$ cat src/rtl/branch_resolution_queue.sv
// branch_resolution_queue: in-order tracker for in-flight conditional branches.
// Decode allocates entries at the tail, execute resolves them in any order,
// and the head retires in program order. Each retire sends one feedback pulse
// to the predictor. A mispredicted head also requests a pipeline flush and
// empties the queue.

`ifndef ADDR_WIDTH
`define ADDR_WIDTH 32
`endif

module branch_resolution_queue #(
  parameter int  DEPTH = 8,
  parameter int  AW    = `ADDR_WIDTH,
  localparam int TW    = $clog2(DEPTH)
) (
  input  logic          clk,
  input  logic          rst_n,
  input  logic          i_alloc_valid,
  input  logic [AW-1:0] i_alloc_pc,
  input  logic          i_alloc_prediction,
  input  logic [AW-1:0] i_alloc_recovery_target,
  output logic          o_alloc_ready,
  output logic [TW-1:0] o_alloc_tag,
  input  logic          i_res_valid,
  input  logic [TW-1:0] i_res_tag,
  input  logic          i_res_outcome,
  output logic          o_fb_valid,
  output logic [AW-1:0] o_fb_pc,
  output logic          o_fb_prediction,
  output logic          o_fb_outcome,
  output logic          o_flush,
  output logic [AW-1:0] o_flush_target,
  output logic [TW:0]   o_count
);

  typedef enum logic [1:0] {
    ENT_FREE     = 2'd0,
    ENT_PENDING  = 2'd1,
    ENT_RESOLVED = 2'd2
  } entry_state_e;

  localparam logic [TW:0] PtrOne = {{TW{1'b0}}, 1'b1};

  // Pointers carry one extra wrap bit, which separates full from empty
  logic [TW:0]   headPtr_q, headPtr_d;
  logic [TW:0]   tailPtr_q, tailPtr_d;
  logic [TW-1:0] headIdx;
  logic [TW-1:0] tailIdx;
  logic [TW:0]   occupancy;
  logic          queueFull;

  entry_state_e  entState_q [DEPTH];
  entry_state_e  entState_d [DEPTH];
  logic [AW-1:0] entPc_q     [DEPTH];
  logic [AW-1:0] entTarget_q [DEPTH];
  logic          entPred_q   [DEPTH];
  logic          entOutcome_q[DEPTH];

  logic          retire;
  logic          mispredict;
  logic          allocFire;
  logic          resolveFire;

  logic          fbValid_q;
  logic [AW-1:0] fbPc_q;
  logic          fbPred_q;
  logic          fbOutcome_q;
  logic          flush_q;
  logic [AW-1:0] flushTarget_q;

  // Occupancy, full detection and per-edge events, all decoded from pre-edge state
  always_comb begin
    headIdx     = headPtr_q[TW-1:0];
    tailIdx     = tailPtr_q[TW-1:0];
    occupancy   = tailPtr_q - headPtr_q;
    queueFull   = (headIdx == tailIdx) && (headPtr_q[TW] != tailPtr_q[TW]);
    retire      = (entState_q[headIdx] == ENT_RESOLVED);
    mispredict  = retire && (entOutcome_q[headIdx] != entPred_q[headIdx]);
    allocFire   = i_alloc_valid && !queueFull && !mispredict;
    resolveFire = i_res_valid && (entState_q[i_res_tag] == ENT_PENDING) && !mispredict;
  end

  // Next entry states and pointers; a mispredict retire overrides everything else
  always_comb begin
    for (int i = 0; i < DEPTH; i++) begin
      entState_d[i] = entState_q[i];
    end
    headPtr_d = headPtr_q;
    tailPtr_d = tailPtr_q;
    if (mispredict) begin
      for (int i = 0; i < DEPTH; i++) begin
        entState_d[i] = ENT_FREE;
      end
      headPtr_d = headPtr_q + PtrOne;
      tailPtr_d = headPtr_q + PtrOne;
    end else begin
      if (retire) begin
        entState_d[headIdx] = ENT_FREE;
        headPtr_d           = headPtr_q + PtrOne;
      end
      if (resolveFire) begin
        entState_d[i_res_tag] = ENT_RESOLVED;
      end
      if (allocFire) begin
        entState_d[tailIdx] = ENT_PENDING;
        tailPtr_d           = tailPtr_q + PtrOne;
      end
    end
  end

  // Entry states and pointers; reset drops every in-flight branch
  always_ff @(posedge clk or negedge rst_n) begin
    if (!rst_n) begin
      headPtr_q <= '0;
      tailPtr_q <= '0;
      for (int i = 0; i < DEPTH; i++) begin
        entState_q[i] <= ENT_FREE;
      end
    end else begin
      headPtr_q <= headPtr_d;
      tailPtr_q <= tailPtr_d;
      for (int i = 0; i < DEPTH; i++) begin
        entState_q[i] <= entState_d[i];
      end
    end
  end

  // Entry payload needs no reset because a FREE state marks it as meaningless
  always_ff @(posedge clk) begin
    if (allocFire) begin
      entPc_q[tailIdx]     <= i_alloc_pc;
      entPred_q[tailIdx]   <= i_alloc_prediction;
      entTarget_q[tailIdx] <= i_alloc_recovery_target;
    end
    if (resolveFire) begin
      entOutcome_q[i_res_tag] <= i_res_outcome;
    end
  end

  // Registered retire outputs; the data fields hold their last value between pulses
  always_ff @(posedge clk or negedge rst_n) begin
    if (!rst_n) begin
      fbValid_q     <= 1'b0;
      fbPc_q        <= '0;
      fbPred_q      <= 1'b0;
      fbOutcome_q   <= 1'b0;
      flush_q       <= 1'b0;
      flushTarget_q <= '0;
    end else begin
      fbValid_q <= retire;
      flush_q   <= mispredict;
      if (retire) begin
        fbPc_q      <= entPc_q[headIdx];
        fbPred_q    <= entPred_q[headIdx];
        fbOutcome_q <= entOutcome_q[headIdx];
      end
      if (mispredict) begin
        flushTarget_q <= entTarget_q[headIdx];
      end
    end
  end

  // Drive the output ports from the pointers and the registered retire outputs
  always_comb begin
    o_alloc_ready   = !queueFull;
    o_alloc_tag     = tailIdx;
    o_count         = occupancy;
    o_fb_valid      = fbValid_q;
    o_fb_pc         = fbPc_q;
    o_fb_prediction = fbPred_q;
    o_fb_outcome    = fbOutcome_q;
    o_flush         = flush_q;
    o_flush_target  = flushTarget_q;
  end

endmodule

$ cat config.mk
export PLATFORM = sky130hd
export DESIGN_NAME = branch_resolution_queue
export DESIGN_NICKNAME = d
export VERILOG_FILES = /design/src/rtl/branch_resolution_queue.sv
export SDC_FILE = /design/constraint.sdc
export NUM_CORES = 1
export LEC_CHECK = 0
export ABC_AREA = 1
export CAP_MARGIN = 10
export CORE_ASPECT_RATIO = 0.8
export CORE_MARGIN = 2
export CORE_UTILIZATION = 60
export DETAILED_ROUTE_END_ITERATION = 7
export PLACE_DENSITY_LB_ADDON = 0.25
export RECOVER_POWER = 25
export SLEW_MARGIN = 20
export SYNTH_ARGS = -nofsm -noshare
export SYNTH_HDL_FRONTEND = slang
export SYNTH_SLANG_ARGS = --single-unit
export TNS_END_PERCENT = 50
$ cat constraint.sdc
create_clock -name clk -period 8.2 [get_ports clk]
set_input_delay 0.82 -clock clk [delete_from_list [all_inputs] [get_ports clk]]
set_output_delay 0.82 -clock clk [all_outputs]
set_load 0.01 [all_outputs]
==> results.md <==
| Quantity | Value |
|---|---|
| IR Drop Worst-Case VDD | 0.229 mV |
| Setup WS pre-CTS | 2.44 ns |
| Post-Route Skew | 0.0375 ns |
| Run status | complete, but fails checks |
| Clock-pin slew on the worst setup and hold paths | 0.06 ns |
| Number of cell rows | 65 |
| Sum Neg Setup Slack | 0 ns |
| Max transition margin | -0.701 |
| Routed wire per std cell | 21.6 um |
| Sequential fraction of the synthesis area | 0.756 |
| Hold Path Class | reg -> reg |
| Via-per-instance ratio | 5.94 |
| Synth Instances | 1838 |
| Total iterations of the first detailed-routing run | 5 |
| Worst Hold Slack | 0.480 ns |
| Maximum Capacitance Violations | 1 |
| List of most frequent post-synthesis cells | 528 x edfxtp_1, 301 x nand2_1, 285 x nor2_1 |
| Overall track demand over capacity in global routing | 0.270 |
| Antenna violations before repair | 1 |
| Root Buffer Master | clkbuf_16 |
| Starting utilization of the core area | 0.609 |
| Maximum fanout along the worst path | 71 |
| Pins over their slew limit | 34 |
| Signal arrival time at the worst endpoint | 6.08 ns |
| Fraction of layout cells with a size suffix above 1 | 0.0679 |
| Count of cells resized by post-cts repair | 0 |
| Cell total after placement | 2435 |
| Area growth from synthesis to layout | 15.2% |
| Tot Pwr | 9760 uW |
| Number of flops mapped to enable cells by yosys | 528 |
| Final setup violation count | 0 |
| Die Wd | 228 um |
| Number of H-tree levels | 2 |
| Number of different library cells in the post-synthesis netlist | 39 |
| ANT nets after route | 0 |
| Slew at the pin closest to its max-slew limit | 2.55 ns |
| Capturing element type of the critical path | flip-flop |
| Clock latency on the worst-skew pair | 0.61 ns |
| Buffers added on ports | 148 |
| Post-synthesis sequential element count | 620 |
| Number of buffers added to fix hold violations after cts | 0 |
| CP required | 8.50 ns |
| Syn nets | 1917 |
| Unrepaired setup endpoints after global routing | no |
| Buffers inserted by post-CTS timing repair | 0 |
| Met2 wirelength from detailed routing | 25.4 mm |
| Yosys warning total | 0 |
| Die area | 41600 um2 |
| Sum of routed wire segments on met1 | 23.5 mm |
| Post-detail-place hpwl | 30.6 mm |
| Clock tree from TritonCTS | yes |
| Power per cell area | 353 nW/um2 |
| Clock buffer depth | 3 |
| Top-count cell post-synth | edfxtp_1 |
| Final Instance Count excl. Fillers | 2542 |
| Number of fill cells | 2591 |
| Global-route wire length before repair | 85.5 mm |
| Proportion of synthesized flip-flops having asynchronous set or reset | 0.148 |
| Final wirelength | 54.8 mm |
| Synth Area per Inst | 13.1 um2 |
| Period utilization | 0.705 |
| Number of DRC violations after detailed-routing iteration 0 | 1958 |
| Maximum frequency from static timing analysis | 173 MHz |
| Ports placed on the boundary | 149 |
| CTS Sinks | 620 |
| Leakage dissipation | 0.00992 uW |
| Time the worst path needs with I/O delays and setup | 5.78 ns |
| Mapped Area | 24000 um2 |
| Category of the most critical setup path | reg -> reg |
| Highest metal layer with signal wires | met4 |
| Total length of routed met3 wires | 4.79 mm |
| Area share of the largest cell type after synthesis | 0.660 |
| Nets | 2035 |
| Height of the die | 183 um |
| Pin count of the biggest net entering global routing | 97 |
| Most common flop cell mapped by yosys | edfxtp_1 |
| Count of final hold-check violations | 0 |
| Overflow after GRT | 0 |
| DRC violation count after routing | 0 |
| Post-route setup slack | 2.42 ns |
| Largest cells by area after synthesis | edfxtp_1 66%, dfrtp_1 9.6%, o21ai_0 4.9% |
| Failing checks | max-capacitance violations, max-slew violations |
| Launching element type of the critical path | flip-flop |
| Routability congestion estimate | 0.912 |
| TritonCTS Buffers | 55 |
| Via count of the first global-routing pass | 14900 |
| Core box area | 39400 um2 |
| Vias | 15100 |
| Largest area contributor in the netlist | edfxtp_1 |
==> cell families (layout without fill, tap and decap cells) <==
kind of cell	count (synthesis)	in the layout	share of synthesized area
AO/OA/AOI/OAI	403	403	0.100
XOR/XNOR	7	7	0.00255
adder cells (fa/ha/maj)	6	6	0.00344
buffers and inverters	167	332	0.0315
flip-flops	620	620	0.756
other	0	3	0
AND/OR/NAND/NOR	635	635	0.106
==> sequential cells by signal (all words and copies together), names as in the netlist <==
register and cells:
entTarget_q 256, entPc_q 256, o_flush_target 32, o_fb_pc 32, o_flush 1, o_fb_valid 1, headPtr_q 4, tailPtr_q 4
entState_q 16, o_fb_outcome 1, entPred_q 8, entOutcome_q 8, o_fb_prediction 1
==> placed cells by master, fill, tap and decap left out, types with 6 or more instances in the layout <==
cell type / synthesis / final
clkinv_1: 0 / 11
clkinv_2: 0 / 18
dlygate4sd3_1: 0 / 40
o21ai_0: 236 / 236
a21oi_1: 41 / 41
clkbuf_16: 0 / 56
clkdlybuf4s50_1: 0 / 107
a221oi_1: 33 / 33
inv_1: 55 / 47
o21ai_1: 16 / 16
nand3_2: 10 / 10
a41oi_1: 14 / 14
bufinv_16: 0 / 7
o221ai_1: 44 / 44
clkbuf_1: 52 / 12
dfrtp_1: 92 / 91
buf_4: 9 / 18
nor2_1: 285 / 285
edfxtp_1: 528 / 528
nand2_1: 301 / 301
nand3_1: 22 / 22
o22ai_1: 6 / 6
a211oi_1: 6 / 6
==> critical path, cell delays in order (launching register included) <==
cell and delay, ns:
dfrtp_4 0.80, buf_4 0.70, inv_6 0.35, nand2_1 0.14, nand3_1 0.10, nand2_1 0.12
inv_1 0.04, nand2_1 0.06, nand2_1 0.05, nand2_1 0.11, nand2_4 0.41, inv_2 0.81
nor2_1 0.17, nand2_1 0.15, clkinv_2 0.78, buf_4 0.57
==> metal layers <==
metal,up-vias,GRT usage
li1,6867,-
met1,7390,0.408
met2,759,0.411
met3,91,0.0461
met4,0,0.0790
met5,-,0
==> through the flow <==
| step | utilization | instance area (um2) |
|---|---|---|
| 6_report | 0.701 | 27700 |
| 3_5_place_dp | 0.654 | 25800 |
| 3_3_place_gp | 0.654 | 25800 |
| 2_1_floorplan | - | 24000 |
| 5_1_grt | 0.701 | 27700 |
| 4_1_cts | 0.701 | 27700 |
==> where the power goes <==
part	switching, uW	total [uW]	leakage [uW]	internal, uW
Sequential	289	4370	0.00594	4080
Combinational	1850	2770	0.00307	921
Clock	1110	2620	0.000909	1510
==> final cells by class <==
type                       count  area [um2]  share of cell area
sequential                   620       18200               0.657
multi-input combinational   1051        5090               0.184
timing repair buffer         166        1610              0.0582
clock buffer                  70        1480              0.0536
tap                          536         671              0.0242
clock inverter                34         383              0.0138
inverter                      62         250             0.00905
antenna                        3        7.51            0.000271
==> final timing paths <==
kind,from,endpoint,slack [ns],cells after the start
max in group asynchronous,rst_n,headPtr_q[0],5.19,2
min in group asynchronous,rst_n,o_fb_pc[29],1.02,1
worst max-delay path,headPtr_q[0],entTarget_q[7][19],2.42,15
worst max register to register,headPtr_q[0],entTarget_q[7][19],2.42,15
worst min register to register,o_flush_target[17],o_flush_target[17],0.48,2
worst min-delay path,o_flush_target[17],o_flush_target[17],0.48,2
(Power assumes the default switching activity.)
